## src/rtl/wb_arbiter.sv

```systemverilog
// Write-back arbiter for the single register-file write port: pipeline results win, long-latency
// results are queued in a squashable FIFO and drained in free cycles. Define WB_PENDING_CHECK_EN for RAW pending outputs.
module wb_arbiter #(
  parameter int FIFO_DEPTH = 4,
  parameter int CW         = $clog2(FIFO_DEPTH) + 1
) (
  input  logic          clk,
  input  logic          reset,
  input  logic          pipe_we,
  input  logic [4:0]    pipe_rd,
  input  logic [31:0]   pipe_data,
  input  logic          lu_valid,
  input  logic [4:0]    lu_rd,
  input  logic [31:0]   lu_data,
  output logic          lu_ready,
  output logic          WriteEn,
  output logic [4:0]    rdAddress,
  output logic [31:0]   Write_Back,
`ifdef WB_PENDING_CHECK_EN
  input  logic [4:0]    chk_rs,
  input  logic [4:0]    chk_rt,
  output logic          rs_pending,
  output logic          rt_pending,
`endif
  output logic [CW-1:0] fifo_count
);

  localparam int AW = (FIFO_DEPTH > 1) ? $clog2(FIFO_DEPTH) : 1;

  logic [FIFO_DEPTH-1:0] r_vld;
  logic [4:0]            r_rd   [FIFO_DEPTH];
  logic [31:0]           r_data [FIFO_DEPTH];
  logic [AW-1:0]         r_wptr;
  logic [AW-1:0]         r_rptr;
  logic [CW-1:0]         r_count;

  logic w_full;
  logic w_empty;
  logic w_pipe_req;
  logic w_xfer;
  logic w_push;
  logic w_pop;
  logic w_head_vld;

  // Request decode: writes to r0 never reach the port or the queue
  assign w_full     = (r_count == CW'(FIFO_DEPTH));
  assign w_empty    = (r_count == '0);
  assign lu_ready   = !reset && !w_full;
  assign fifo_count = r_count;

  assign w_pipe_req = pipe_we && (pipe_rd != 5'd0);
  assign w_xfer     = lu_valid && lu_ready;
  assign w_push     = w_xfer && (lu_rd != 5'd0);
  assign w_pop      = !w_pipe_req && !w_empty;
  assign w_head_vld = r_vld[r_rptr];

  // Control state: valid bits, pointers, occupancy
  always_ff @(posedge clk) begin
    if (reset) begin
      r_vld   <= '0;
      r_wptr  <= '0;
      r_rptr  <= '0;
      r_count <= '0;
    end else begin
      // A pipe write makes any older queued result to the same register obsolete
      for (int i = 0; i < FIFO_DEPTH; i++) begin
        if (w_pipe_req && (r_rd[i] == pipe_rd)) begin
          r_vld[i] <= 1'b0;
        end
      end
      if (w_pop) begin
        r_vld[r_rptr] <= 1'b0;
        r_rptr        <= r_rptr + AW'(1);
      end
      // Same-cycle enqueue is newer than the pipe write, so it overrides the squash
      if (w_push) begin
        r_vld[r_wptr] <= 1'b1;
        r_wptr        <= r_wptr + AW'(1);
      end
      if (w_push && !w_pop) begin
        r_count <= r_count + CW'(1);
      end else if (w_pop && !w_push) begin
        r_count <= r_count - CW'(1);
      end
    end
  end

  // Queue payload storage needs no reset: the valid bits qualify it
  always_ff @(posedge clk) begin
    if (w_push) begin
      r_rd[r_wptr]   <= lu_rd;
      r_data[r_wptr] <= lu_data;
    end
  end

  // Output register stage feeding the register-file write port
  always_ff @(posedge clk) begin
    if (reset) begin
      WriteEn    <= 1'b0;
      rdAddress  <= 5'd0;
      Write_Back <= 32'd0;
    end else if (w_pipe_req) begin
      WriteEn    <= 1'b1;
      rdAddress  <= pipe_rd;
      Write_Back <= pipe_data;
    end else if (w_pop && w_head_vld) begin
      WriteEn    <= 1'b1;
      rdAddress  <= r_rd[r_rptr];
      Write_Back <= r_data[r_rptr];
    end else begin
      WriteEn    <= 1'b0;
      rdAddress  <= 5'd0;
      Write_Back <= 32'd0;
    end
  end

`ifdef WB_PENDING_CHECK_EN
  // Unoccupied slots always hold a cleared valid bit, so every slot can be scanned
  always_comb begin
    rs_pending = 1'b0;
    rt_pending = 1'b0;
    for (int i = 0; i < FIFO_DEPTH; i++) begin
      if (r_vld[i] && (r_rd[i] == chk_rs)) rs_pending = 1'b1;
      if (r_vld[i] && (r_rd[i] == chk_rt)) rt_pending = 1'b1;
    end
    if (WriteEn && (rdAddress == chk_rs)) rs_pending = 1'b1;
    if (WriteEn && (rdAddress == chk_rt)) rt_pending = 1'b1;
    if (chk_rs == 5'd0) rs_pending = 1'b0;
    if (chk_rt == 5'd0) rt_pending = 1'b0;
  end
`endif

endmodule

```

## config.mk

```make
export PLATFORM = sky130hd
export DESIGN_NAME = wb_arbiter
export DESIGN_NICKNAME = d
export VERILOG_FILES = /design/src/rtl/wb_arbiter.sv
export SDC_FILE = /design/constraint.sdc
export NUM_CORES = 1
export LEC_CHECK = 0
export CORE_MARGIN = 5
export CORE_UTILIZATION = 45
export DETAILED_ROUTE_END_ITERATION = 8
export GPL_TIMING_DRIVEN = 1
export PLACE_DENSITY = 0.75
export SLEW_MARGIN = 25
export SYNTH_ARGS = -nofsm -noshare
export SYNTH_HDL_FRONTEND = slang
export SYNTH_SLANG_ARGS = --single-unit
```

## constraint.sdc

```tcl
create_clock -name clk -period 3.6 [get_ports clk]
set_input_delay 0.54 -clock clk [delete_from_list [all_inputs] [get_ports clk]]
set_output_delay 0.54 -clock clk [all_outputs]
set_load 0.03 [all_outputs]
```

== After elaboration in Yosys (flattened, before gate mapping) ==
Memory sizes are Yosys's and may differ from the RTL's. A register that Yosys moved wholly into a read port is not among the register bits.
Cells that the tools add are included.
W data, S select, Z words.
Cells by class
  reductions and logical operators: 24
  bitwise operators: 3
  eq/ne operators: 5
  multipliers: 0
  order comparisons: 4
  shifts and indexed selects: 0
  div/mod/pow operators: 0
  add/sub/neg operators: 4
  mux-type cells: 31
Operators with widths (number)
  $mux W32: 2
  $eq A5 B5 Y1: 4
  $mux W1: 15
  $logic_and A1 B1 Y1: 14
  $mux W4: 3
  $mux W5: 2
  $reduce_bool A5 Y1: 2
  $mux W2: 4
  $logic_not A1 Y1: 6
  $lt A2 B3 Y1 const B: 2
  $mux W3: 2
  $add A2 B1 Y2 const B: 2
  $and A4 B4 Y4: 1
  $demux W1 S2: 2
  $ge A2 B1 Y1 const B: 2
  $not A4 Y4: 1
  $or A4 B4 Y4: 1
  $add A3 B1 Y3 const B: 1
  $eq A3 B3 Y1 const B: 1
  $logic_not A3 Y1: 1
  $sub A3 B1 Y3 const B: 1
  $bmux W1 S2: 1
  $reduce_bool A2 Y1: 1
Storage, ports and cells
  output and inout port bits: 42
  memory bits (writable): 148
  register bits after elaboration: 49
  logic and storage cells: 80
  memories kept: 2
  bits in read-only memories: 0
  latch bits: 0
  bits of input ports: 78
Memories
  r_data: words 4, bits a word 32, rd ports 1, clocked after memory_dff 1, write ports 1, RTL line 32  | logic [31:0] r_data [FIFO_DEPTH];
  r_rd: words 4, bits a word 5, rd ports 5, clocked after memory_dff 1, write ports 1, RTL line 31  | logic [4:0] r_rd [FIFO_DEPTH];

== Logic depth before layout (Yosys ltp) ==
Gate-level depths: netlist of the first run.
  word-level depth: 10
  mapped depth: 10
  depth with buffers taken out: 9

== Worst setup path after synthesis of the first run ==
Ideal clock, no wire load.
  path type: input to register
  from: input reset
  to: register r_count[2] (netlist: fifo_count[2])
  stages: 10
  arrival time: 2.928 ns
  required time: 3.530 ns
  setup time: 0.070 ns
  buffers on the path: 2
  slack: 0.602 ns
  path through: clkbuf_1 a21oi_1 o211a_1 clkbuf_1 ha_1 inv_1 fa_1 xor2_1 or3_1 a21oi_1
On the way
  cells in the longest elaborated chain, start to end: 7
  elaborated cells on any way between the ends: 9
RTL lines
  start, declared: RTL line 8  | input logic reset,
  $logic_not A1 Y1 (*): RTL line 48  | assign lu_ready = !reset && !w_full;
  $logic_and A1 B1 Y1 (*): RTL line 48
  net lu_ready: RTL line 15  | output logic lu_ready,
  $logic_and A1 B1 Y1 (*): RTL line 52  | assign w_xfer = lu_valid && lu_ready;
  $logic_and A1 B1 Y1 (*): RTL line 53  | assign w_push = w_xfer && (lu_rd != 5'd0);
  net w_push: RTL line 41  | logic w_push;
  $logic_not A1 Y1: RTL line 82  | end else if (w_pop && !w_push) begin
  $logic_and A1 B1 Y1: RTL line 82
  $reduce_bool A2 Y1 (no line)
  end signal, assigned: RTL line 81  | r_count <= r_count + CW'(1);
  end signal, assigned: RTL line 83  | r_count <= r_count - CW'(1);
  end, declared: RTL line 35  | logic [CW-1:0] r_count;
Mark *: on every way through the listed nets, which the timed path passes. The rest lies on a longest branch.
A chain may end at the register's enable or synchronous reset.

== Worst setup path after layout of the first run ==
  from: input pipe_rd[3]
  to: register r_count[2] (netlist: fifo_count[2])
On the way
  cells in the longest elaborated chain, start to end: 7
  elaborated cells on any way between the ends: 9
RTL lines
  start, declared: RTL line 10  | input logic [4:0] pipe_rd,
  $reduce_bool A5 Y1 (*): RTL line 51  | assign w_pipe_req = pipe_we && (pipe_rd != 5'd0);
  $logic_and A1 B1 Y1 (*): RTL line 51
  $logic_not A1 Y1 (*): RTL line 54  | assign w_pop = !w_pipe_req && !w_empty;
  $logic_and A1 B1 Y1 (*): RTL line 54
  $logic_not A1 Y1: RTL line 80  | if (w_push && !w_pop) begin
  $logic_and A1 B1 Y1: RTL line 80
  $mux W3 / $reduce_bool A2 Y1 (equally long branches)
Mark *: on every way between the ends. The rest lies on a longest branch, timed or not.

==> results of run 1 <==
[state kept, by name, indices dropped and copies added, names as in the netlist, named ones only]
signal	count
WriteEn	1
r_vld	4
fifo_count	3
r_rd	20
Write_Back	32
rdAddress	5
r_rptr	2
r_wptr	2
r_data	128
[worst max-delay path by stage]
stage                          end  slack [ns]  depth (start not counted)
floorplan            fifo_count[2]        0.60                         10
global placement     Write_Back[8]        0.54                          6
detailed placement  Write_Back[17]        0.47                          6
CTS                 Write_Back[17]        0.91                          6
global route         fifo_count[2]        0.77                         10
finish               fifo_count[2]        0.90                         10
[routing by layer]
metal	share of wire (%)	GRT usage, %
met5	0	0
met4	1.7	5.25
met3	5.8	4.64
met2	54	28.7
met1	39	18.6
[per-stage QoR]
| step | util, % | setup slack (ns) | cells |
|---|---|---|---|
| 2_1_floorplan | - | 0.602 | 467 |
| 4_1_cts | 57.8 | 0.909 | 820 |
| 5_1_grt | 57.8 | 0.769 | 820 |
| 6_report | 57.8 | 0.898 | 820 |
| 3_3_place_gp | 54.4 | 0.541 | 788 |
| 3_5_place_dp | 54.4 | 0.466 | 788 |
[worst max-delay path: cells and delay by family]
| family | cells | cell delay, ns |
|---|---|---|
| AOI/OAI and AO/OA | 2 | 0.33 |
| buffers and inverters | 2 | 0.63 |
| adders and majority gates | 2 | 0.43 |
| and+or+nand+nor | 3 | 1.05 |
| xor gates and xnor gates | 1 | 0.08 |
[placed cells by master, fill, tap and decap left out, types with 2 or more instances in the layout]
master / n
a31oi_1: 4
a21oi_1: 12
dfxtp_1: 49
inv_6: 3
xnor2_1: 10
clkinv_2: 3
or3_1: 2
inv_1: 42
clkdlybuf4s50_1: 119
nor2_1: 6
clkbuf_16: 17
o21ai_2: 30
nor3_1: 4
clkinvlp_4: 3
inv_2: 4
xor2_1: 14
mux4_2: 38
ha_1: 9
buf_4: 6
nand2_1: 45
o21ai_0: 12
edfxtp_1: 148
[area by class of cell]
type,count,area [sq um]
fill,1315,7050
timing repair buffer,125,1240
clock inverter,13,125
inverter,46,173
multi-input combinational,198,1930
sequential,199,5470
tap,220,275
clock buffer,19,443
[power by group through the flow]
stage | clock, W | combinational, W | sequential (W)
after floorplan | 0 | 0.000772 | 0.00279
after global placement | 0 | 0.00113 | 0.00275
after detailed placement | 0 | 0.00115 | 0.00276
after CTS | 0.00183 | 0.00116 | 0.00271
after global routing | 0.00193 | 0.00125 | 0.00273
final | 0.00179 | 0.00113 | 0.00271
[cells by family (layout without fill, tap and decap cells)]
family	count (synthesis)	in the layout	synth area share (%)
AND/OR/NAND/NOR	63	63	3.42
AO/OA/AOI/OAI	62	62	5.77
buffers and inverters	70	203	4.33
adder cells (fa/ha/maj)	10	10	1.72
multiplexers	39	39	11.2
XOR/XNOR	24	24	2.72
flip-flops	199	199	70.8
==> impl_metrics.ini, run 1 <==
[die]
rows = 47
core-area_sq_um = 16700
dieArea_sq_um = 19900
io-pin-count = 120
fp.dieH_um = 141
initial_util_pct = 46.2
chipWidth_um = 141

[critical_path]
crit_required_ns = 3.96
crit-reg2reg-capture = fifo_count[2]
worstPathMaxFanout = 6
setup.worst_path.start = pipe_rd[3]
timing.reg2reg.worst_path_depth = 9
critical_path.max_stage_delay_ns = 0.61
critPathSlowestCell = or4_4
critical_path.endpoint_type = flip-flop
critical_path.reg2reg.startpoint = fifo_count[0]
setup.reg_to_reg.worst_slack_ns = 1.15
crit_path_start_kind = input port
crit_arrival_ns = 3.06
timing.critical_path.cells = clkdlybuf4s50_1, or4_4, o21ai_1, nand2_1, ha_1, inv_1, fa_1, xor2_1, or3_1, a21oi_1
critPathKind = input port to flip-flop

[placed_design]
place_area_sq_um = 9080
port_buffers = 119
finalWeightedCongestion = 0.755
dp_hpwl_um = 9680

[clock_tree]
cts_setup_buffers = 0
cts-root-buf = clkbuf_16
worst_setup_hold_path_clk_slew_ns = 0.07
clock_sinks = 199
cts_repair_resize_count = 0
cts_inserted_buffers = 17
hold_buffers = 0
tritoncts = yes
clock_latency_ns = 0.43
clockBufferDepth = 2
cts-htree-levels = 4

[timing]
final-max-slew-violation-count = 0
final_period_minus_worst_setup_slack_ns = 2.70
timing.final.hold_violations = 0
post-route-period-util_pct = 75.1
worst_slew_margin_rel_pct = 33.3
achievable_freq_mhz = 370
final-setup-viol-count = 0
hold_ws_ns = 0.492
accumulated_negative_setup_slack_ns = 0
worst_skew_ns = 0.00856
tightestPinTransition_ns = 1.00
grt_setup_unrepaired = false

[final_layout]
final_net_count = 675
areaGrowthSynthToFinish_pct = 25.0
antenna-diode-count = 0
final_area_sq_um = 9650
drive_above_1_share_pct = 19.2

[yosys]
yosys.area.top_type_share_pct = 57.6
syn_inst = 467
yosys_register_bits = 199
synth.yosys.seq_area_share_pct = 70.8
synth_top_cell_by_area = edfxtp_1
yosys-top-cells-area = edfxtp_1 (58%), dfxtp_1 (13%), mux4_2 (11%), o21ai_2 (3.4%), inv_1 (2.2%)
synth_most_common_cell = edfxtp_1
synth.top_cells.by_count = edfxtp_1 (148), dfxtp_1 (51), inv_1 (46)
post_synth.cell_area_avg_sq_um = 16.5
synthesis.area_sq_um = 7720
yosys_warnings = 0
post_synth_num_cell_types = 29
postSynthNetCount = 555
ys_flop_type = edfxtp_1
synth_async_sr_flop_share_pct = 0
synth_edf_count = 148

[worst_hold_path]
holdCritStartpoint = r_vld[2]
hold-path-endpoint = r_vld[2]
hold_class = flip-flop to flip-flop
min_delay_path_depth = 2

[global_route]
largest_net_degree_at_the_start_of_global_routing = 38
grtUsageTotal_pct = 16.0
global_route.overflow_total = 0
number_of_global_route_vias_before_repair = 4496
number_of_antenna_violations_at_the_first_check_in_global_routing = 0
grt_pass1_wl_um = 24100

[detailed_routing]
detail_route.drc_violations = 0
detailedRoute.firstPassIterationCount = 4
routed_vias_inst = 5.06
drt-total-wl_um = 15200
postRouteAntennaNets = 0
detailroute.via_count = 4147
dr_wl_cell_um = 18.5
iteration_0_drc_count_of_the_detailed_router = 240

[pwr]
cell_internal_pwr_w = 0.00416
vdd_drop_max_uv = 357
total_power_w = 0.00564
leakage_nw = 3.36
power.combinational.fraction_pct = 20.1
seqPwrFrac_pct = 48.1
sw_frac_of_total_pct = 26.2
power.share.clock_pct = 31.8
p_switching_w = 0.00147
power.density_cell_area_nw_per_um2 = 584

[flow_run]
cap_violations = 0

[outcome]
run_status = complete, no violations
No activity file was read; power rests on OpenSTA's default activity.
==> run 2, diff against run 1 <==
==> constraint.sdc (replaced) <==
create_clock -name clk -period 2.7 [get_ports clk]
set_input_delay 0.405 -clock clk [delete_from_list [all_inputs] [get_ports clk]]
set_output_delay 0.405 -clock clk [all_outputs]
set_load 0.03 [all_outputs]
==> impl_metrics.ini, run 2 (synthesis gave the netlist of run 1 again) <==
[critical_path]
setup.reg_to_reg.worst_slack_ns = 0.40
crit_path_start_kind = input port
critical_path.endpoint_type = flip-flop
critPathKind = input port to flip-flop
critical_path.max_stage_delay_ns = 0.55
critPathSlowestCell = or4_4
worstPathMaxFanout = 2
crit_required_ns = 3.05
crit_arrival_ns = 2.74
timing.critical_path.cells = clkdlybuf4s50_1, or4_4, o21ai_1, nand2_1, ha_1, inv_1, fa_1, xor2_1, or3_1, a21oi_1

[detailed_routing]
dr_wl_cell_um = 18.1
iteration_0_drc_count_of_the_detailed_router = 230
postRouteAntennaNets = 0
detailroute.via_count = 4222
detailedRoute.firstPassIterationCount = 4
drt-total-wl_um = 15200
detail_route.drc_violations = 0
routed_vias_inst = 5.01

[outcome]
run_status = complete, no violations

[global_route]
grt_pass1_wl_um = 24000
met3_usage_pct = 5.35
grt.busiest_layer = met2
number_of_global_route_vias_before_repair = 4483
grtUsageTotal_pct = 16.0
gr-usage-met1_pct = 19.4
largest_net_degree_at_the_start_of_global_routing = 38
global_route.overflow_total = 0
number_of_antenna_violations_at_the_first_check_in_global_routing = 0
grt_util_met2_pct = 27.3

[final_layout]
areaGrowthSynthToFinish_pct = 29.6
most_common_library_cell_in_the_layout_ignoring_fill_and_taps = edfxtp_1
drive_above_1_share_pct = 22.3
utilization_pct = 59.9
layout.filler_cells = 1258
final_net_count = 697
largest_reg_flops = 128
final_area_sq_um = 10000
layout_common_cells = edfxtp_1 (148), clkdlybuf4s50_1 (119), dfxtp_1 (48)
antenna-diode-count = 0
non_filler_cells_in_the_finished_layout = 842
reg.largest.list = r_data (128), Write_Back (32), r_rd (20)
registers.top_by_ff_count = r_data

[timing]
tightestPinTransition_ns = 0.838
accumulated_negative_setup_slack_ns = 0
worst_skew_ns = 0.00763
worst_slew_margin_rel_pct = 44.0
timing.final.hold_violations = 0
final_period_minus_worst_setup_slack_ns = 2.39
achievable_freq_mhz = 418
final-max-slew-violation-count = 0
post-route-period-util_pct = 88.6
final-setup-viol-count = 0
grt_setup_unrepaired = false

[pwr]
vdd_drop_max_uv = 477
p_switching_w = 0.00193
power.combinational.fraction_pct = 20.2
sw_frac_of_total_pct = 24.1
power.density_cell_area_nw_per_um2 = 801
power.share.clock_pct = 35.2
seqPwrFrac_pct = 44.6
leakage_nw = 3.54
cell_internal_pwr_w = 0.00608
total_power_w = 0.00801

[die]
rows = 47
dieArea_sq_um = 19900
chipWidth_um = 141
initial_util_pct = 46.2
core-area_sq_um = 16700
io-pin-count = 120
fp.dieH_um = 141

[clock_tree]
clock_latency_ns = 0.42
cts-root-buf = clkbuf_16
hold_buffers = 0
cts_setup_buffers = 0
clock_sinks = 199
cts_repair_resize_count = 0
worst_setup_hold_path_clk_slew_ns = 0.06
cts_inserted_buffers = 17
cts-htree-levels = 4
clockBufferDepth = 2
tritoncts = yes

[worst_hold_path]
hold_class = flip-flop to flip-flop

[placed_design]
finalWeightedCongestion = 0.863
dp_hpwl_um = 10300
dp.cells = 810
port_buffers = 119
place_area_sq_um = 9320

[flow_run]
cap_violations = 0
[run 2: power groups by stage]
| stage | logic (W) | clock network, W | registers [W] |
|---|---|---|---|
| floorplan | 0.00104 | 0 | 0.00372 |
| global placement | 0.00162 | 0 | 0.00363 |
| detailed placement | 0.00165 | 0 | 0.00364 |
| CTS | 0.00166 | 0.00288 | 0.00357 |
| global route | 0.00178 | 0.00302 | 0.00359 |
| finish | 0.00162 | 0.00282 | 0.00357 |
[run 2: layout make-up]
cell class | instances | area (sq um) | share of cell area [%]
clock inverters | 12 | 223 | 2.23
inverters | 46 | 173 | 1.73
repair buffers | 147 | 1460 | 14.6
well taps | 220 | 275 | 2.75
multi-input cells | 198 | 1940 | 19.4
flip-flops and latches | 199 | 5470 | 54.7
clock buffers | 20 | 457 | 4.57
[run 2: path summary, 6_finish.rpt]
check,to,start,cells past startpoint
max,fifo_count[2],pipe_rd[0],10
min,r_vld[3],r_vld[3],2
max reg2reg,fifo_count[2],fifo_count[2],8
min reg2reg,r_vld[3],r_vld[3],2
[run 2: routing by layer]
layer / vias up / share of wire [%]
li1: 1989 / -
met5: - / 0
met2: 126 / 51
met4: 0 / 1.2
met3: 14 / 6.7
met1: 2093 / 41
[run 2: through the flow]
step                setup slack [ns]  hold WS, ns
floorplan                     0.0209        0.451
global placement             -0.0701        0.461
detailed placement            -0.108        0.471
CTS                            0.325        0.480
global route                   0.244        0.528
finish                         0.308        0.482
[run 2: critical path, delay by kind of cell]
| kind | cells | cell delay, ns |
|---|---|---|
| xor gates and xnor gates | 1 | 0.07 |
| AOI/OAI and AO/OA | 2 | 0.35 |
| and+or+nand+nor | 3 | 0.97 |
| adders and majority gates | 2 | 0.38 |
| buffers and inverters | 2 | 0.56 |
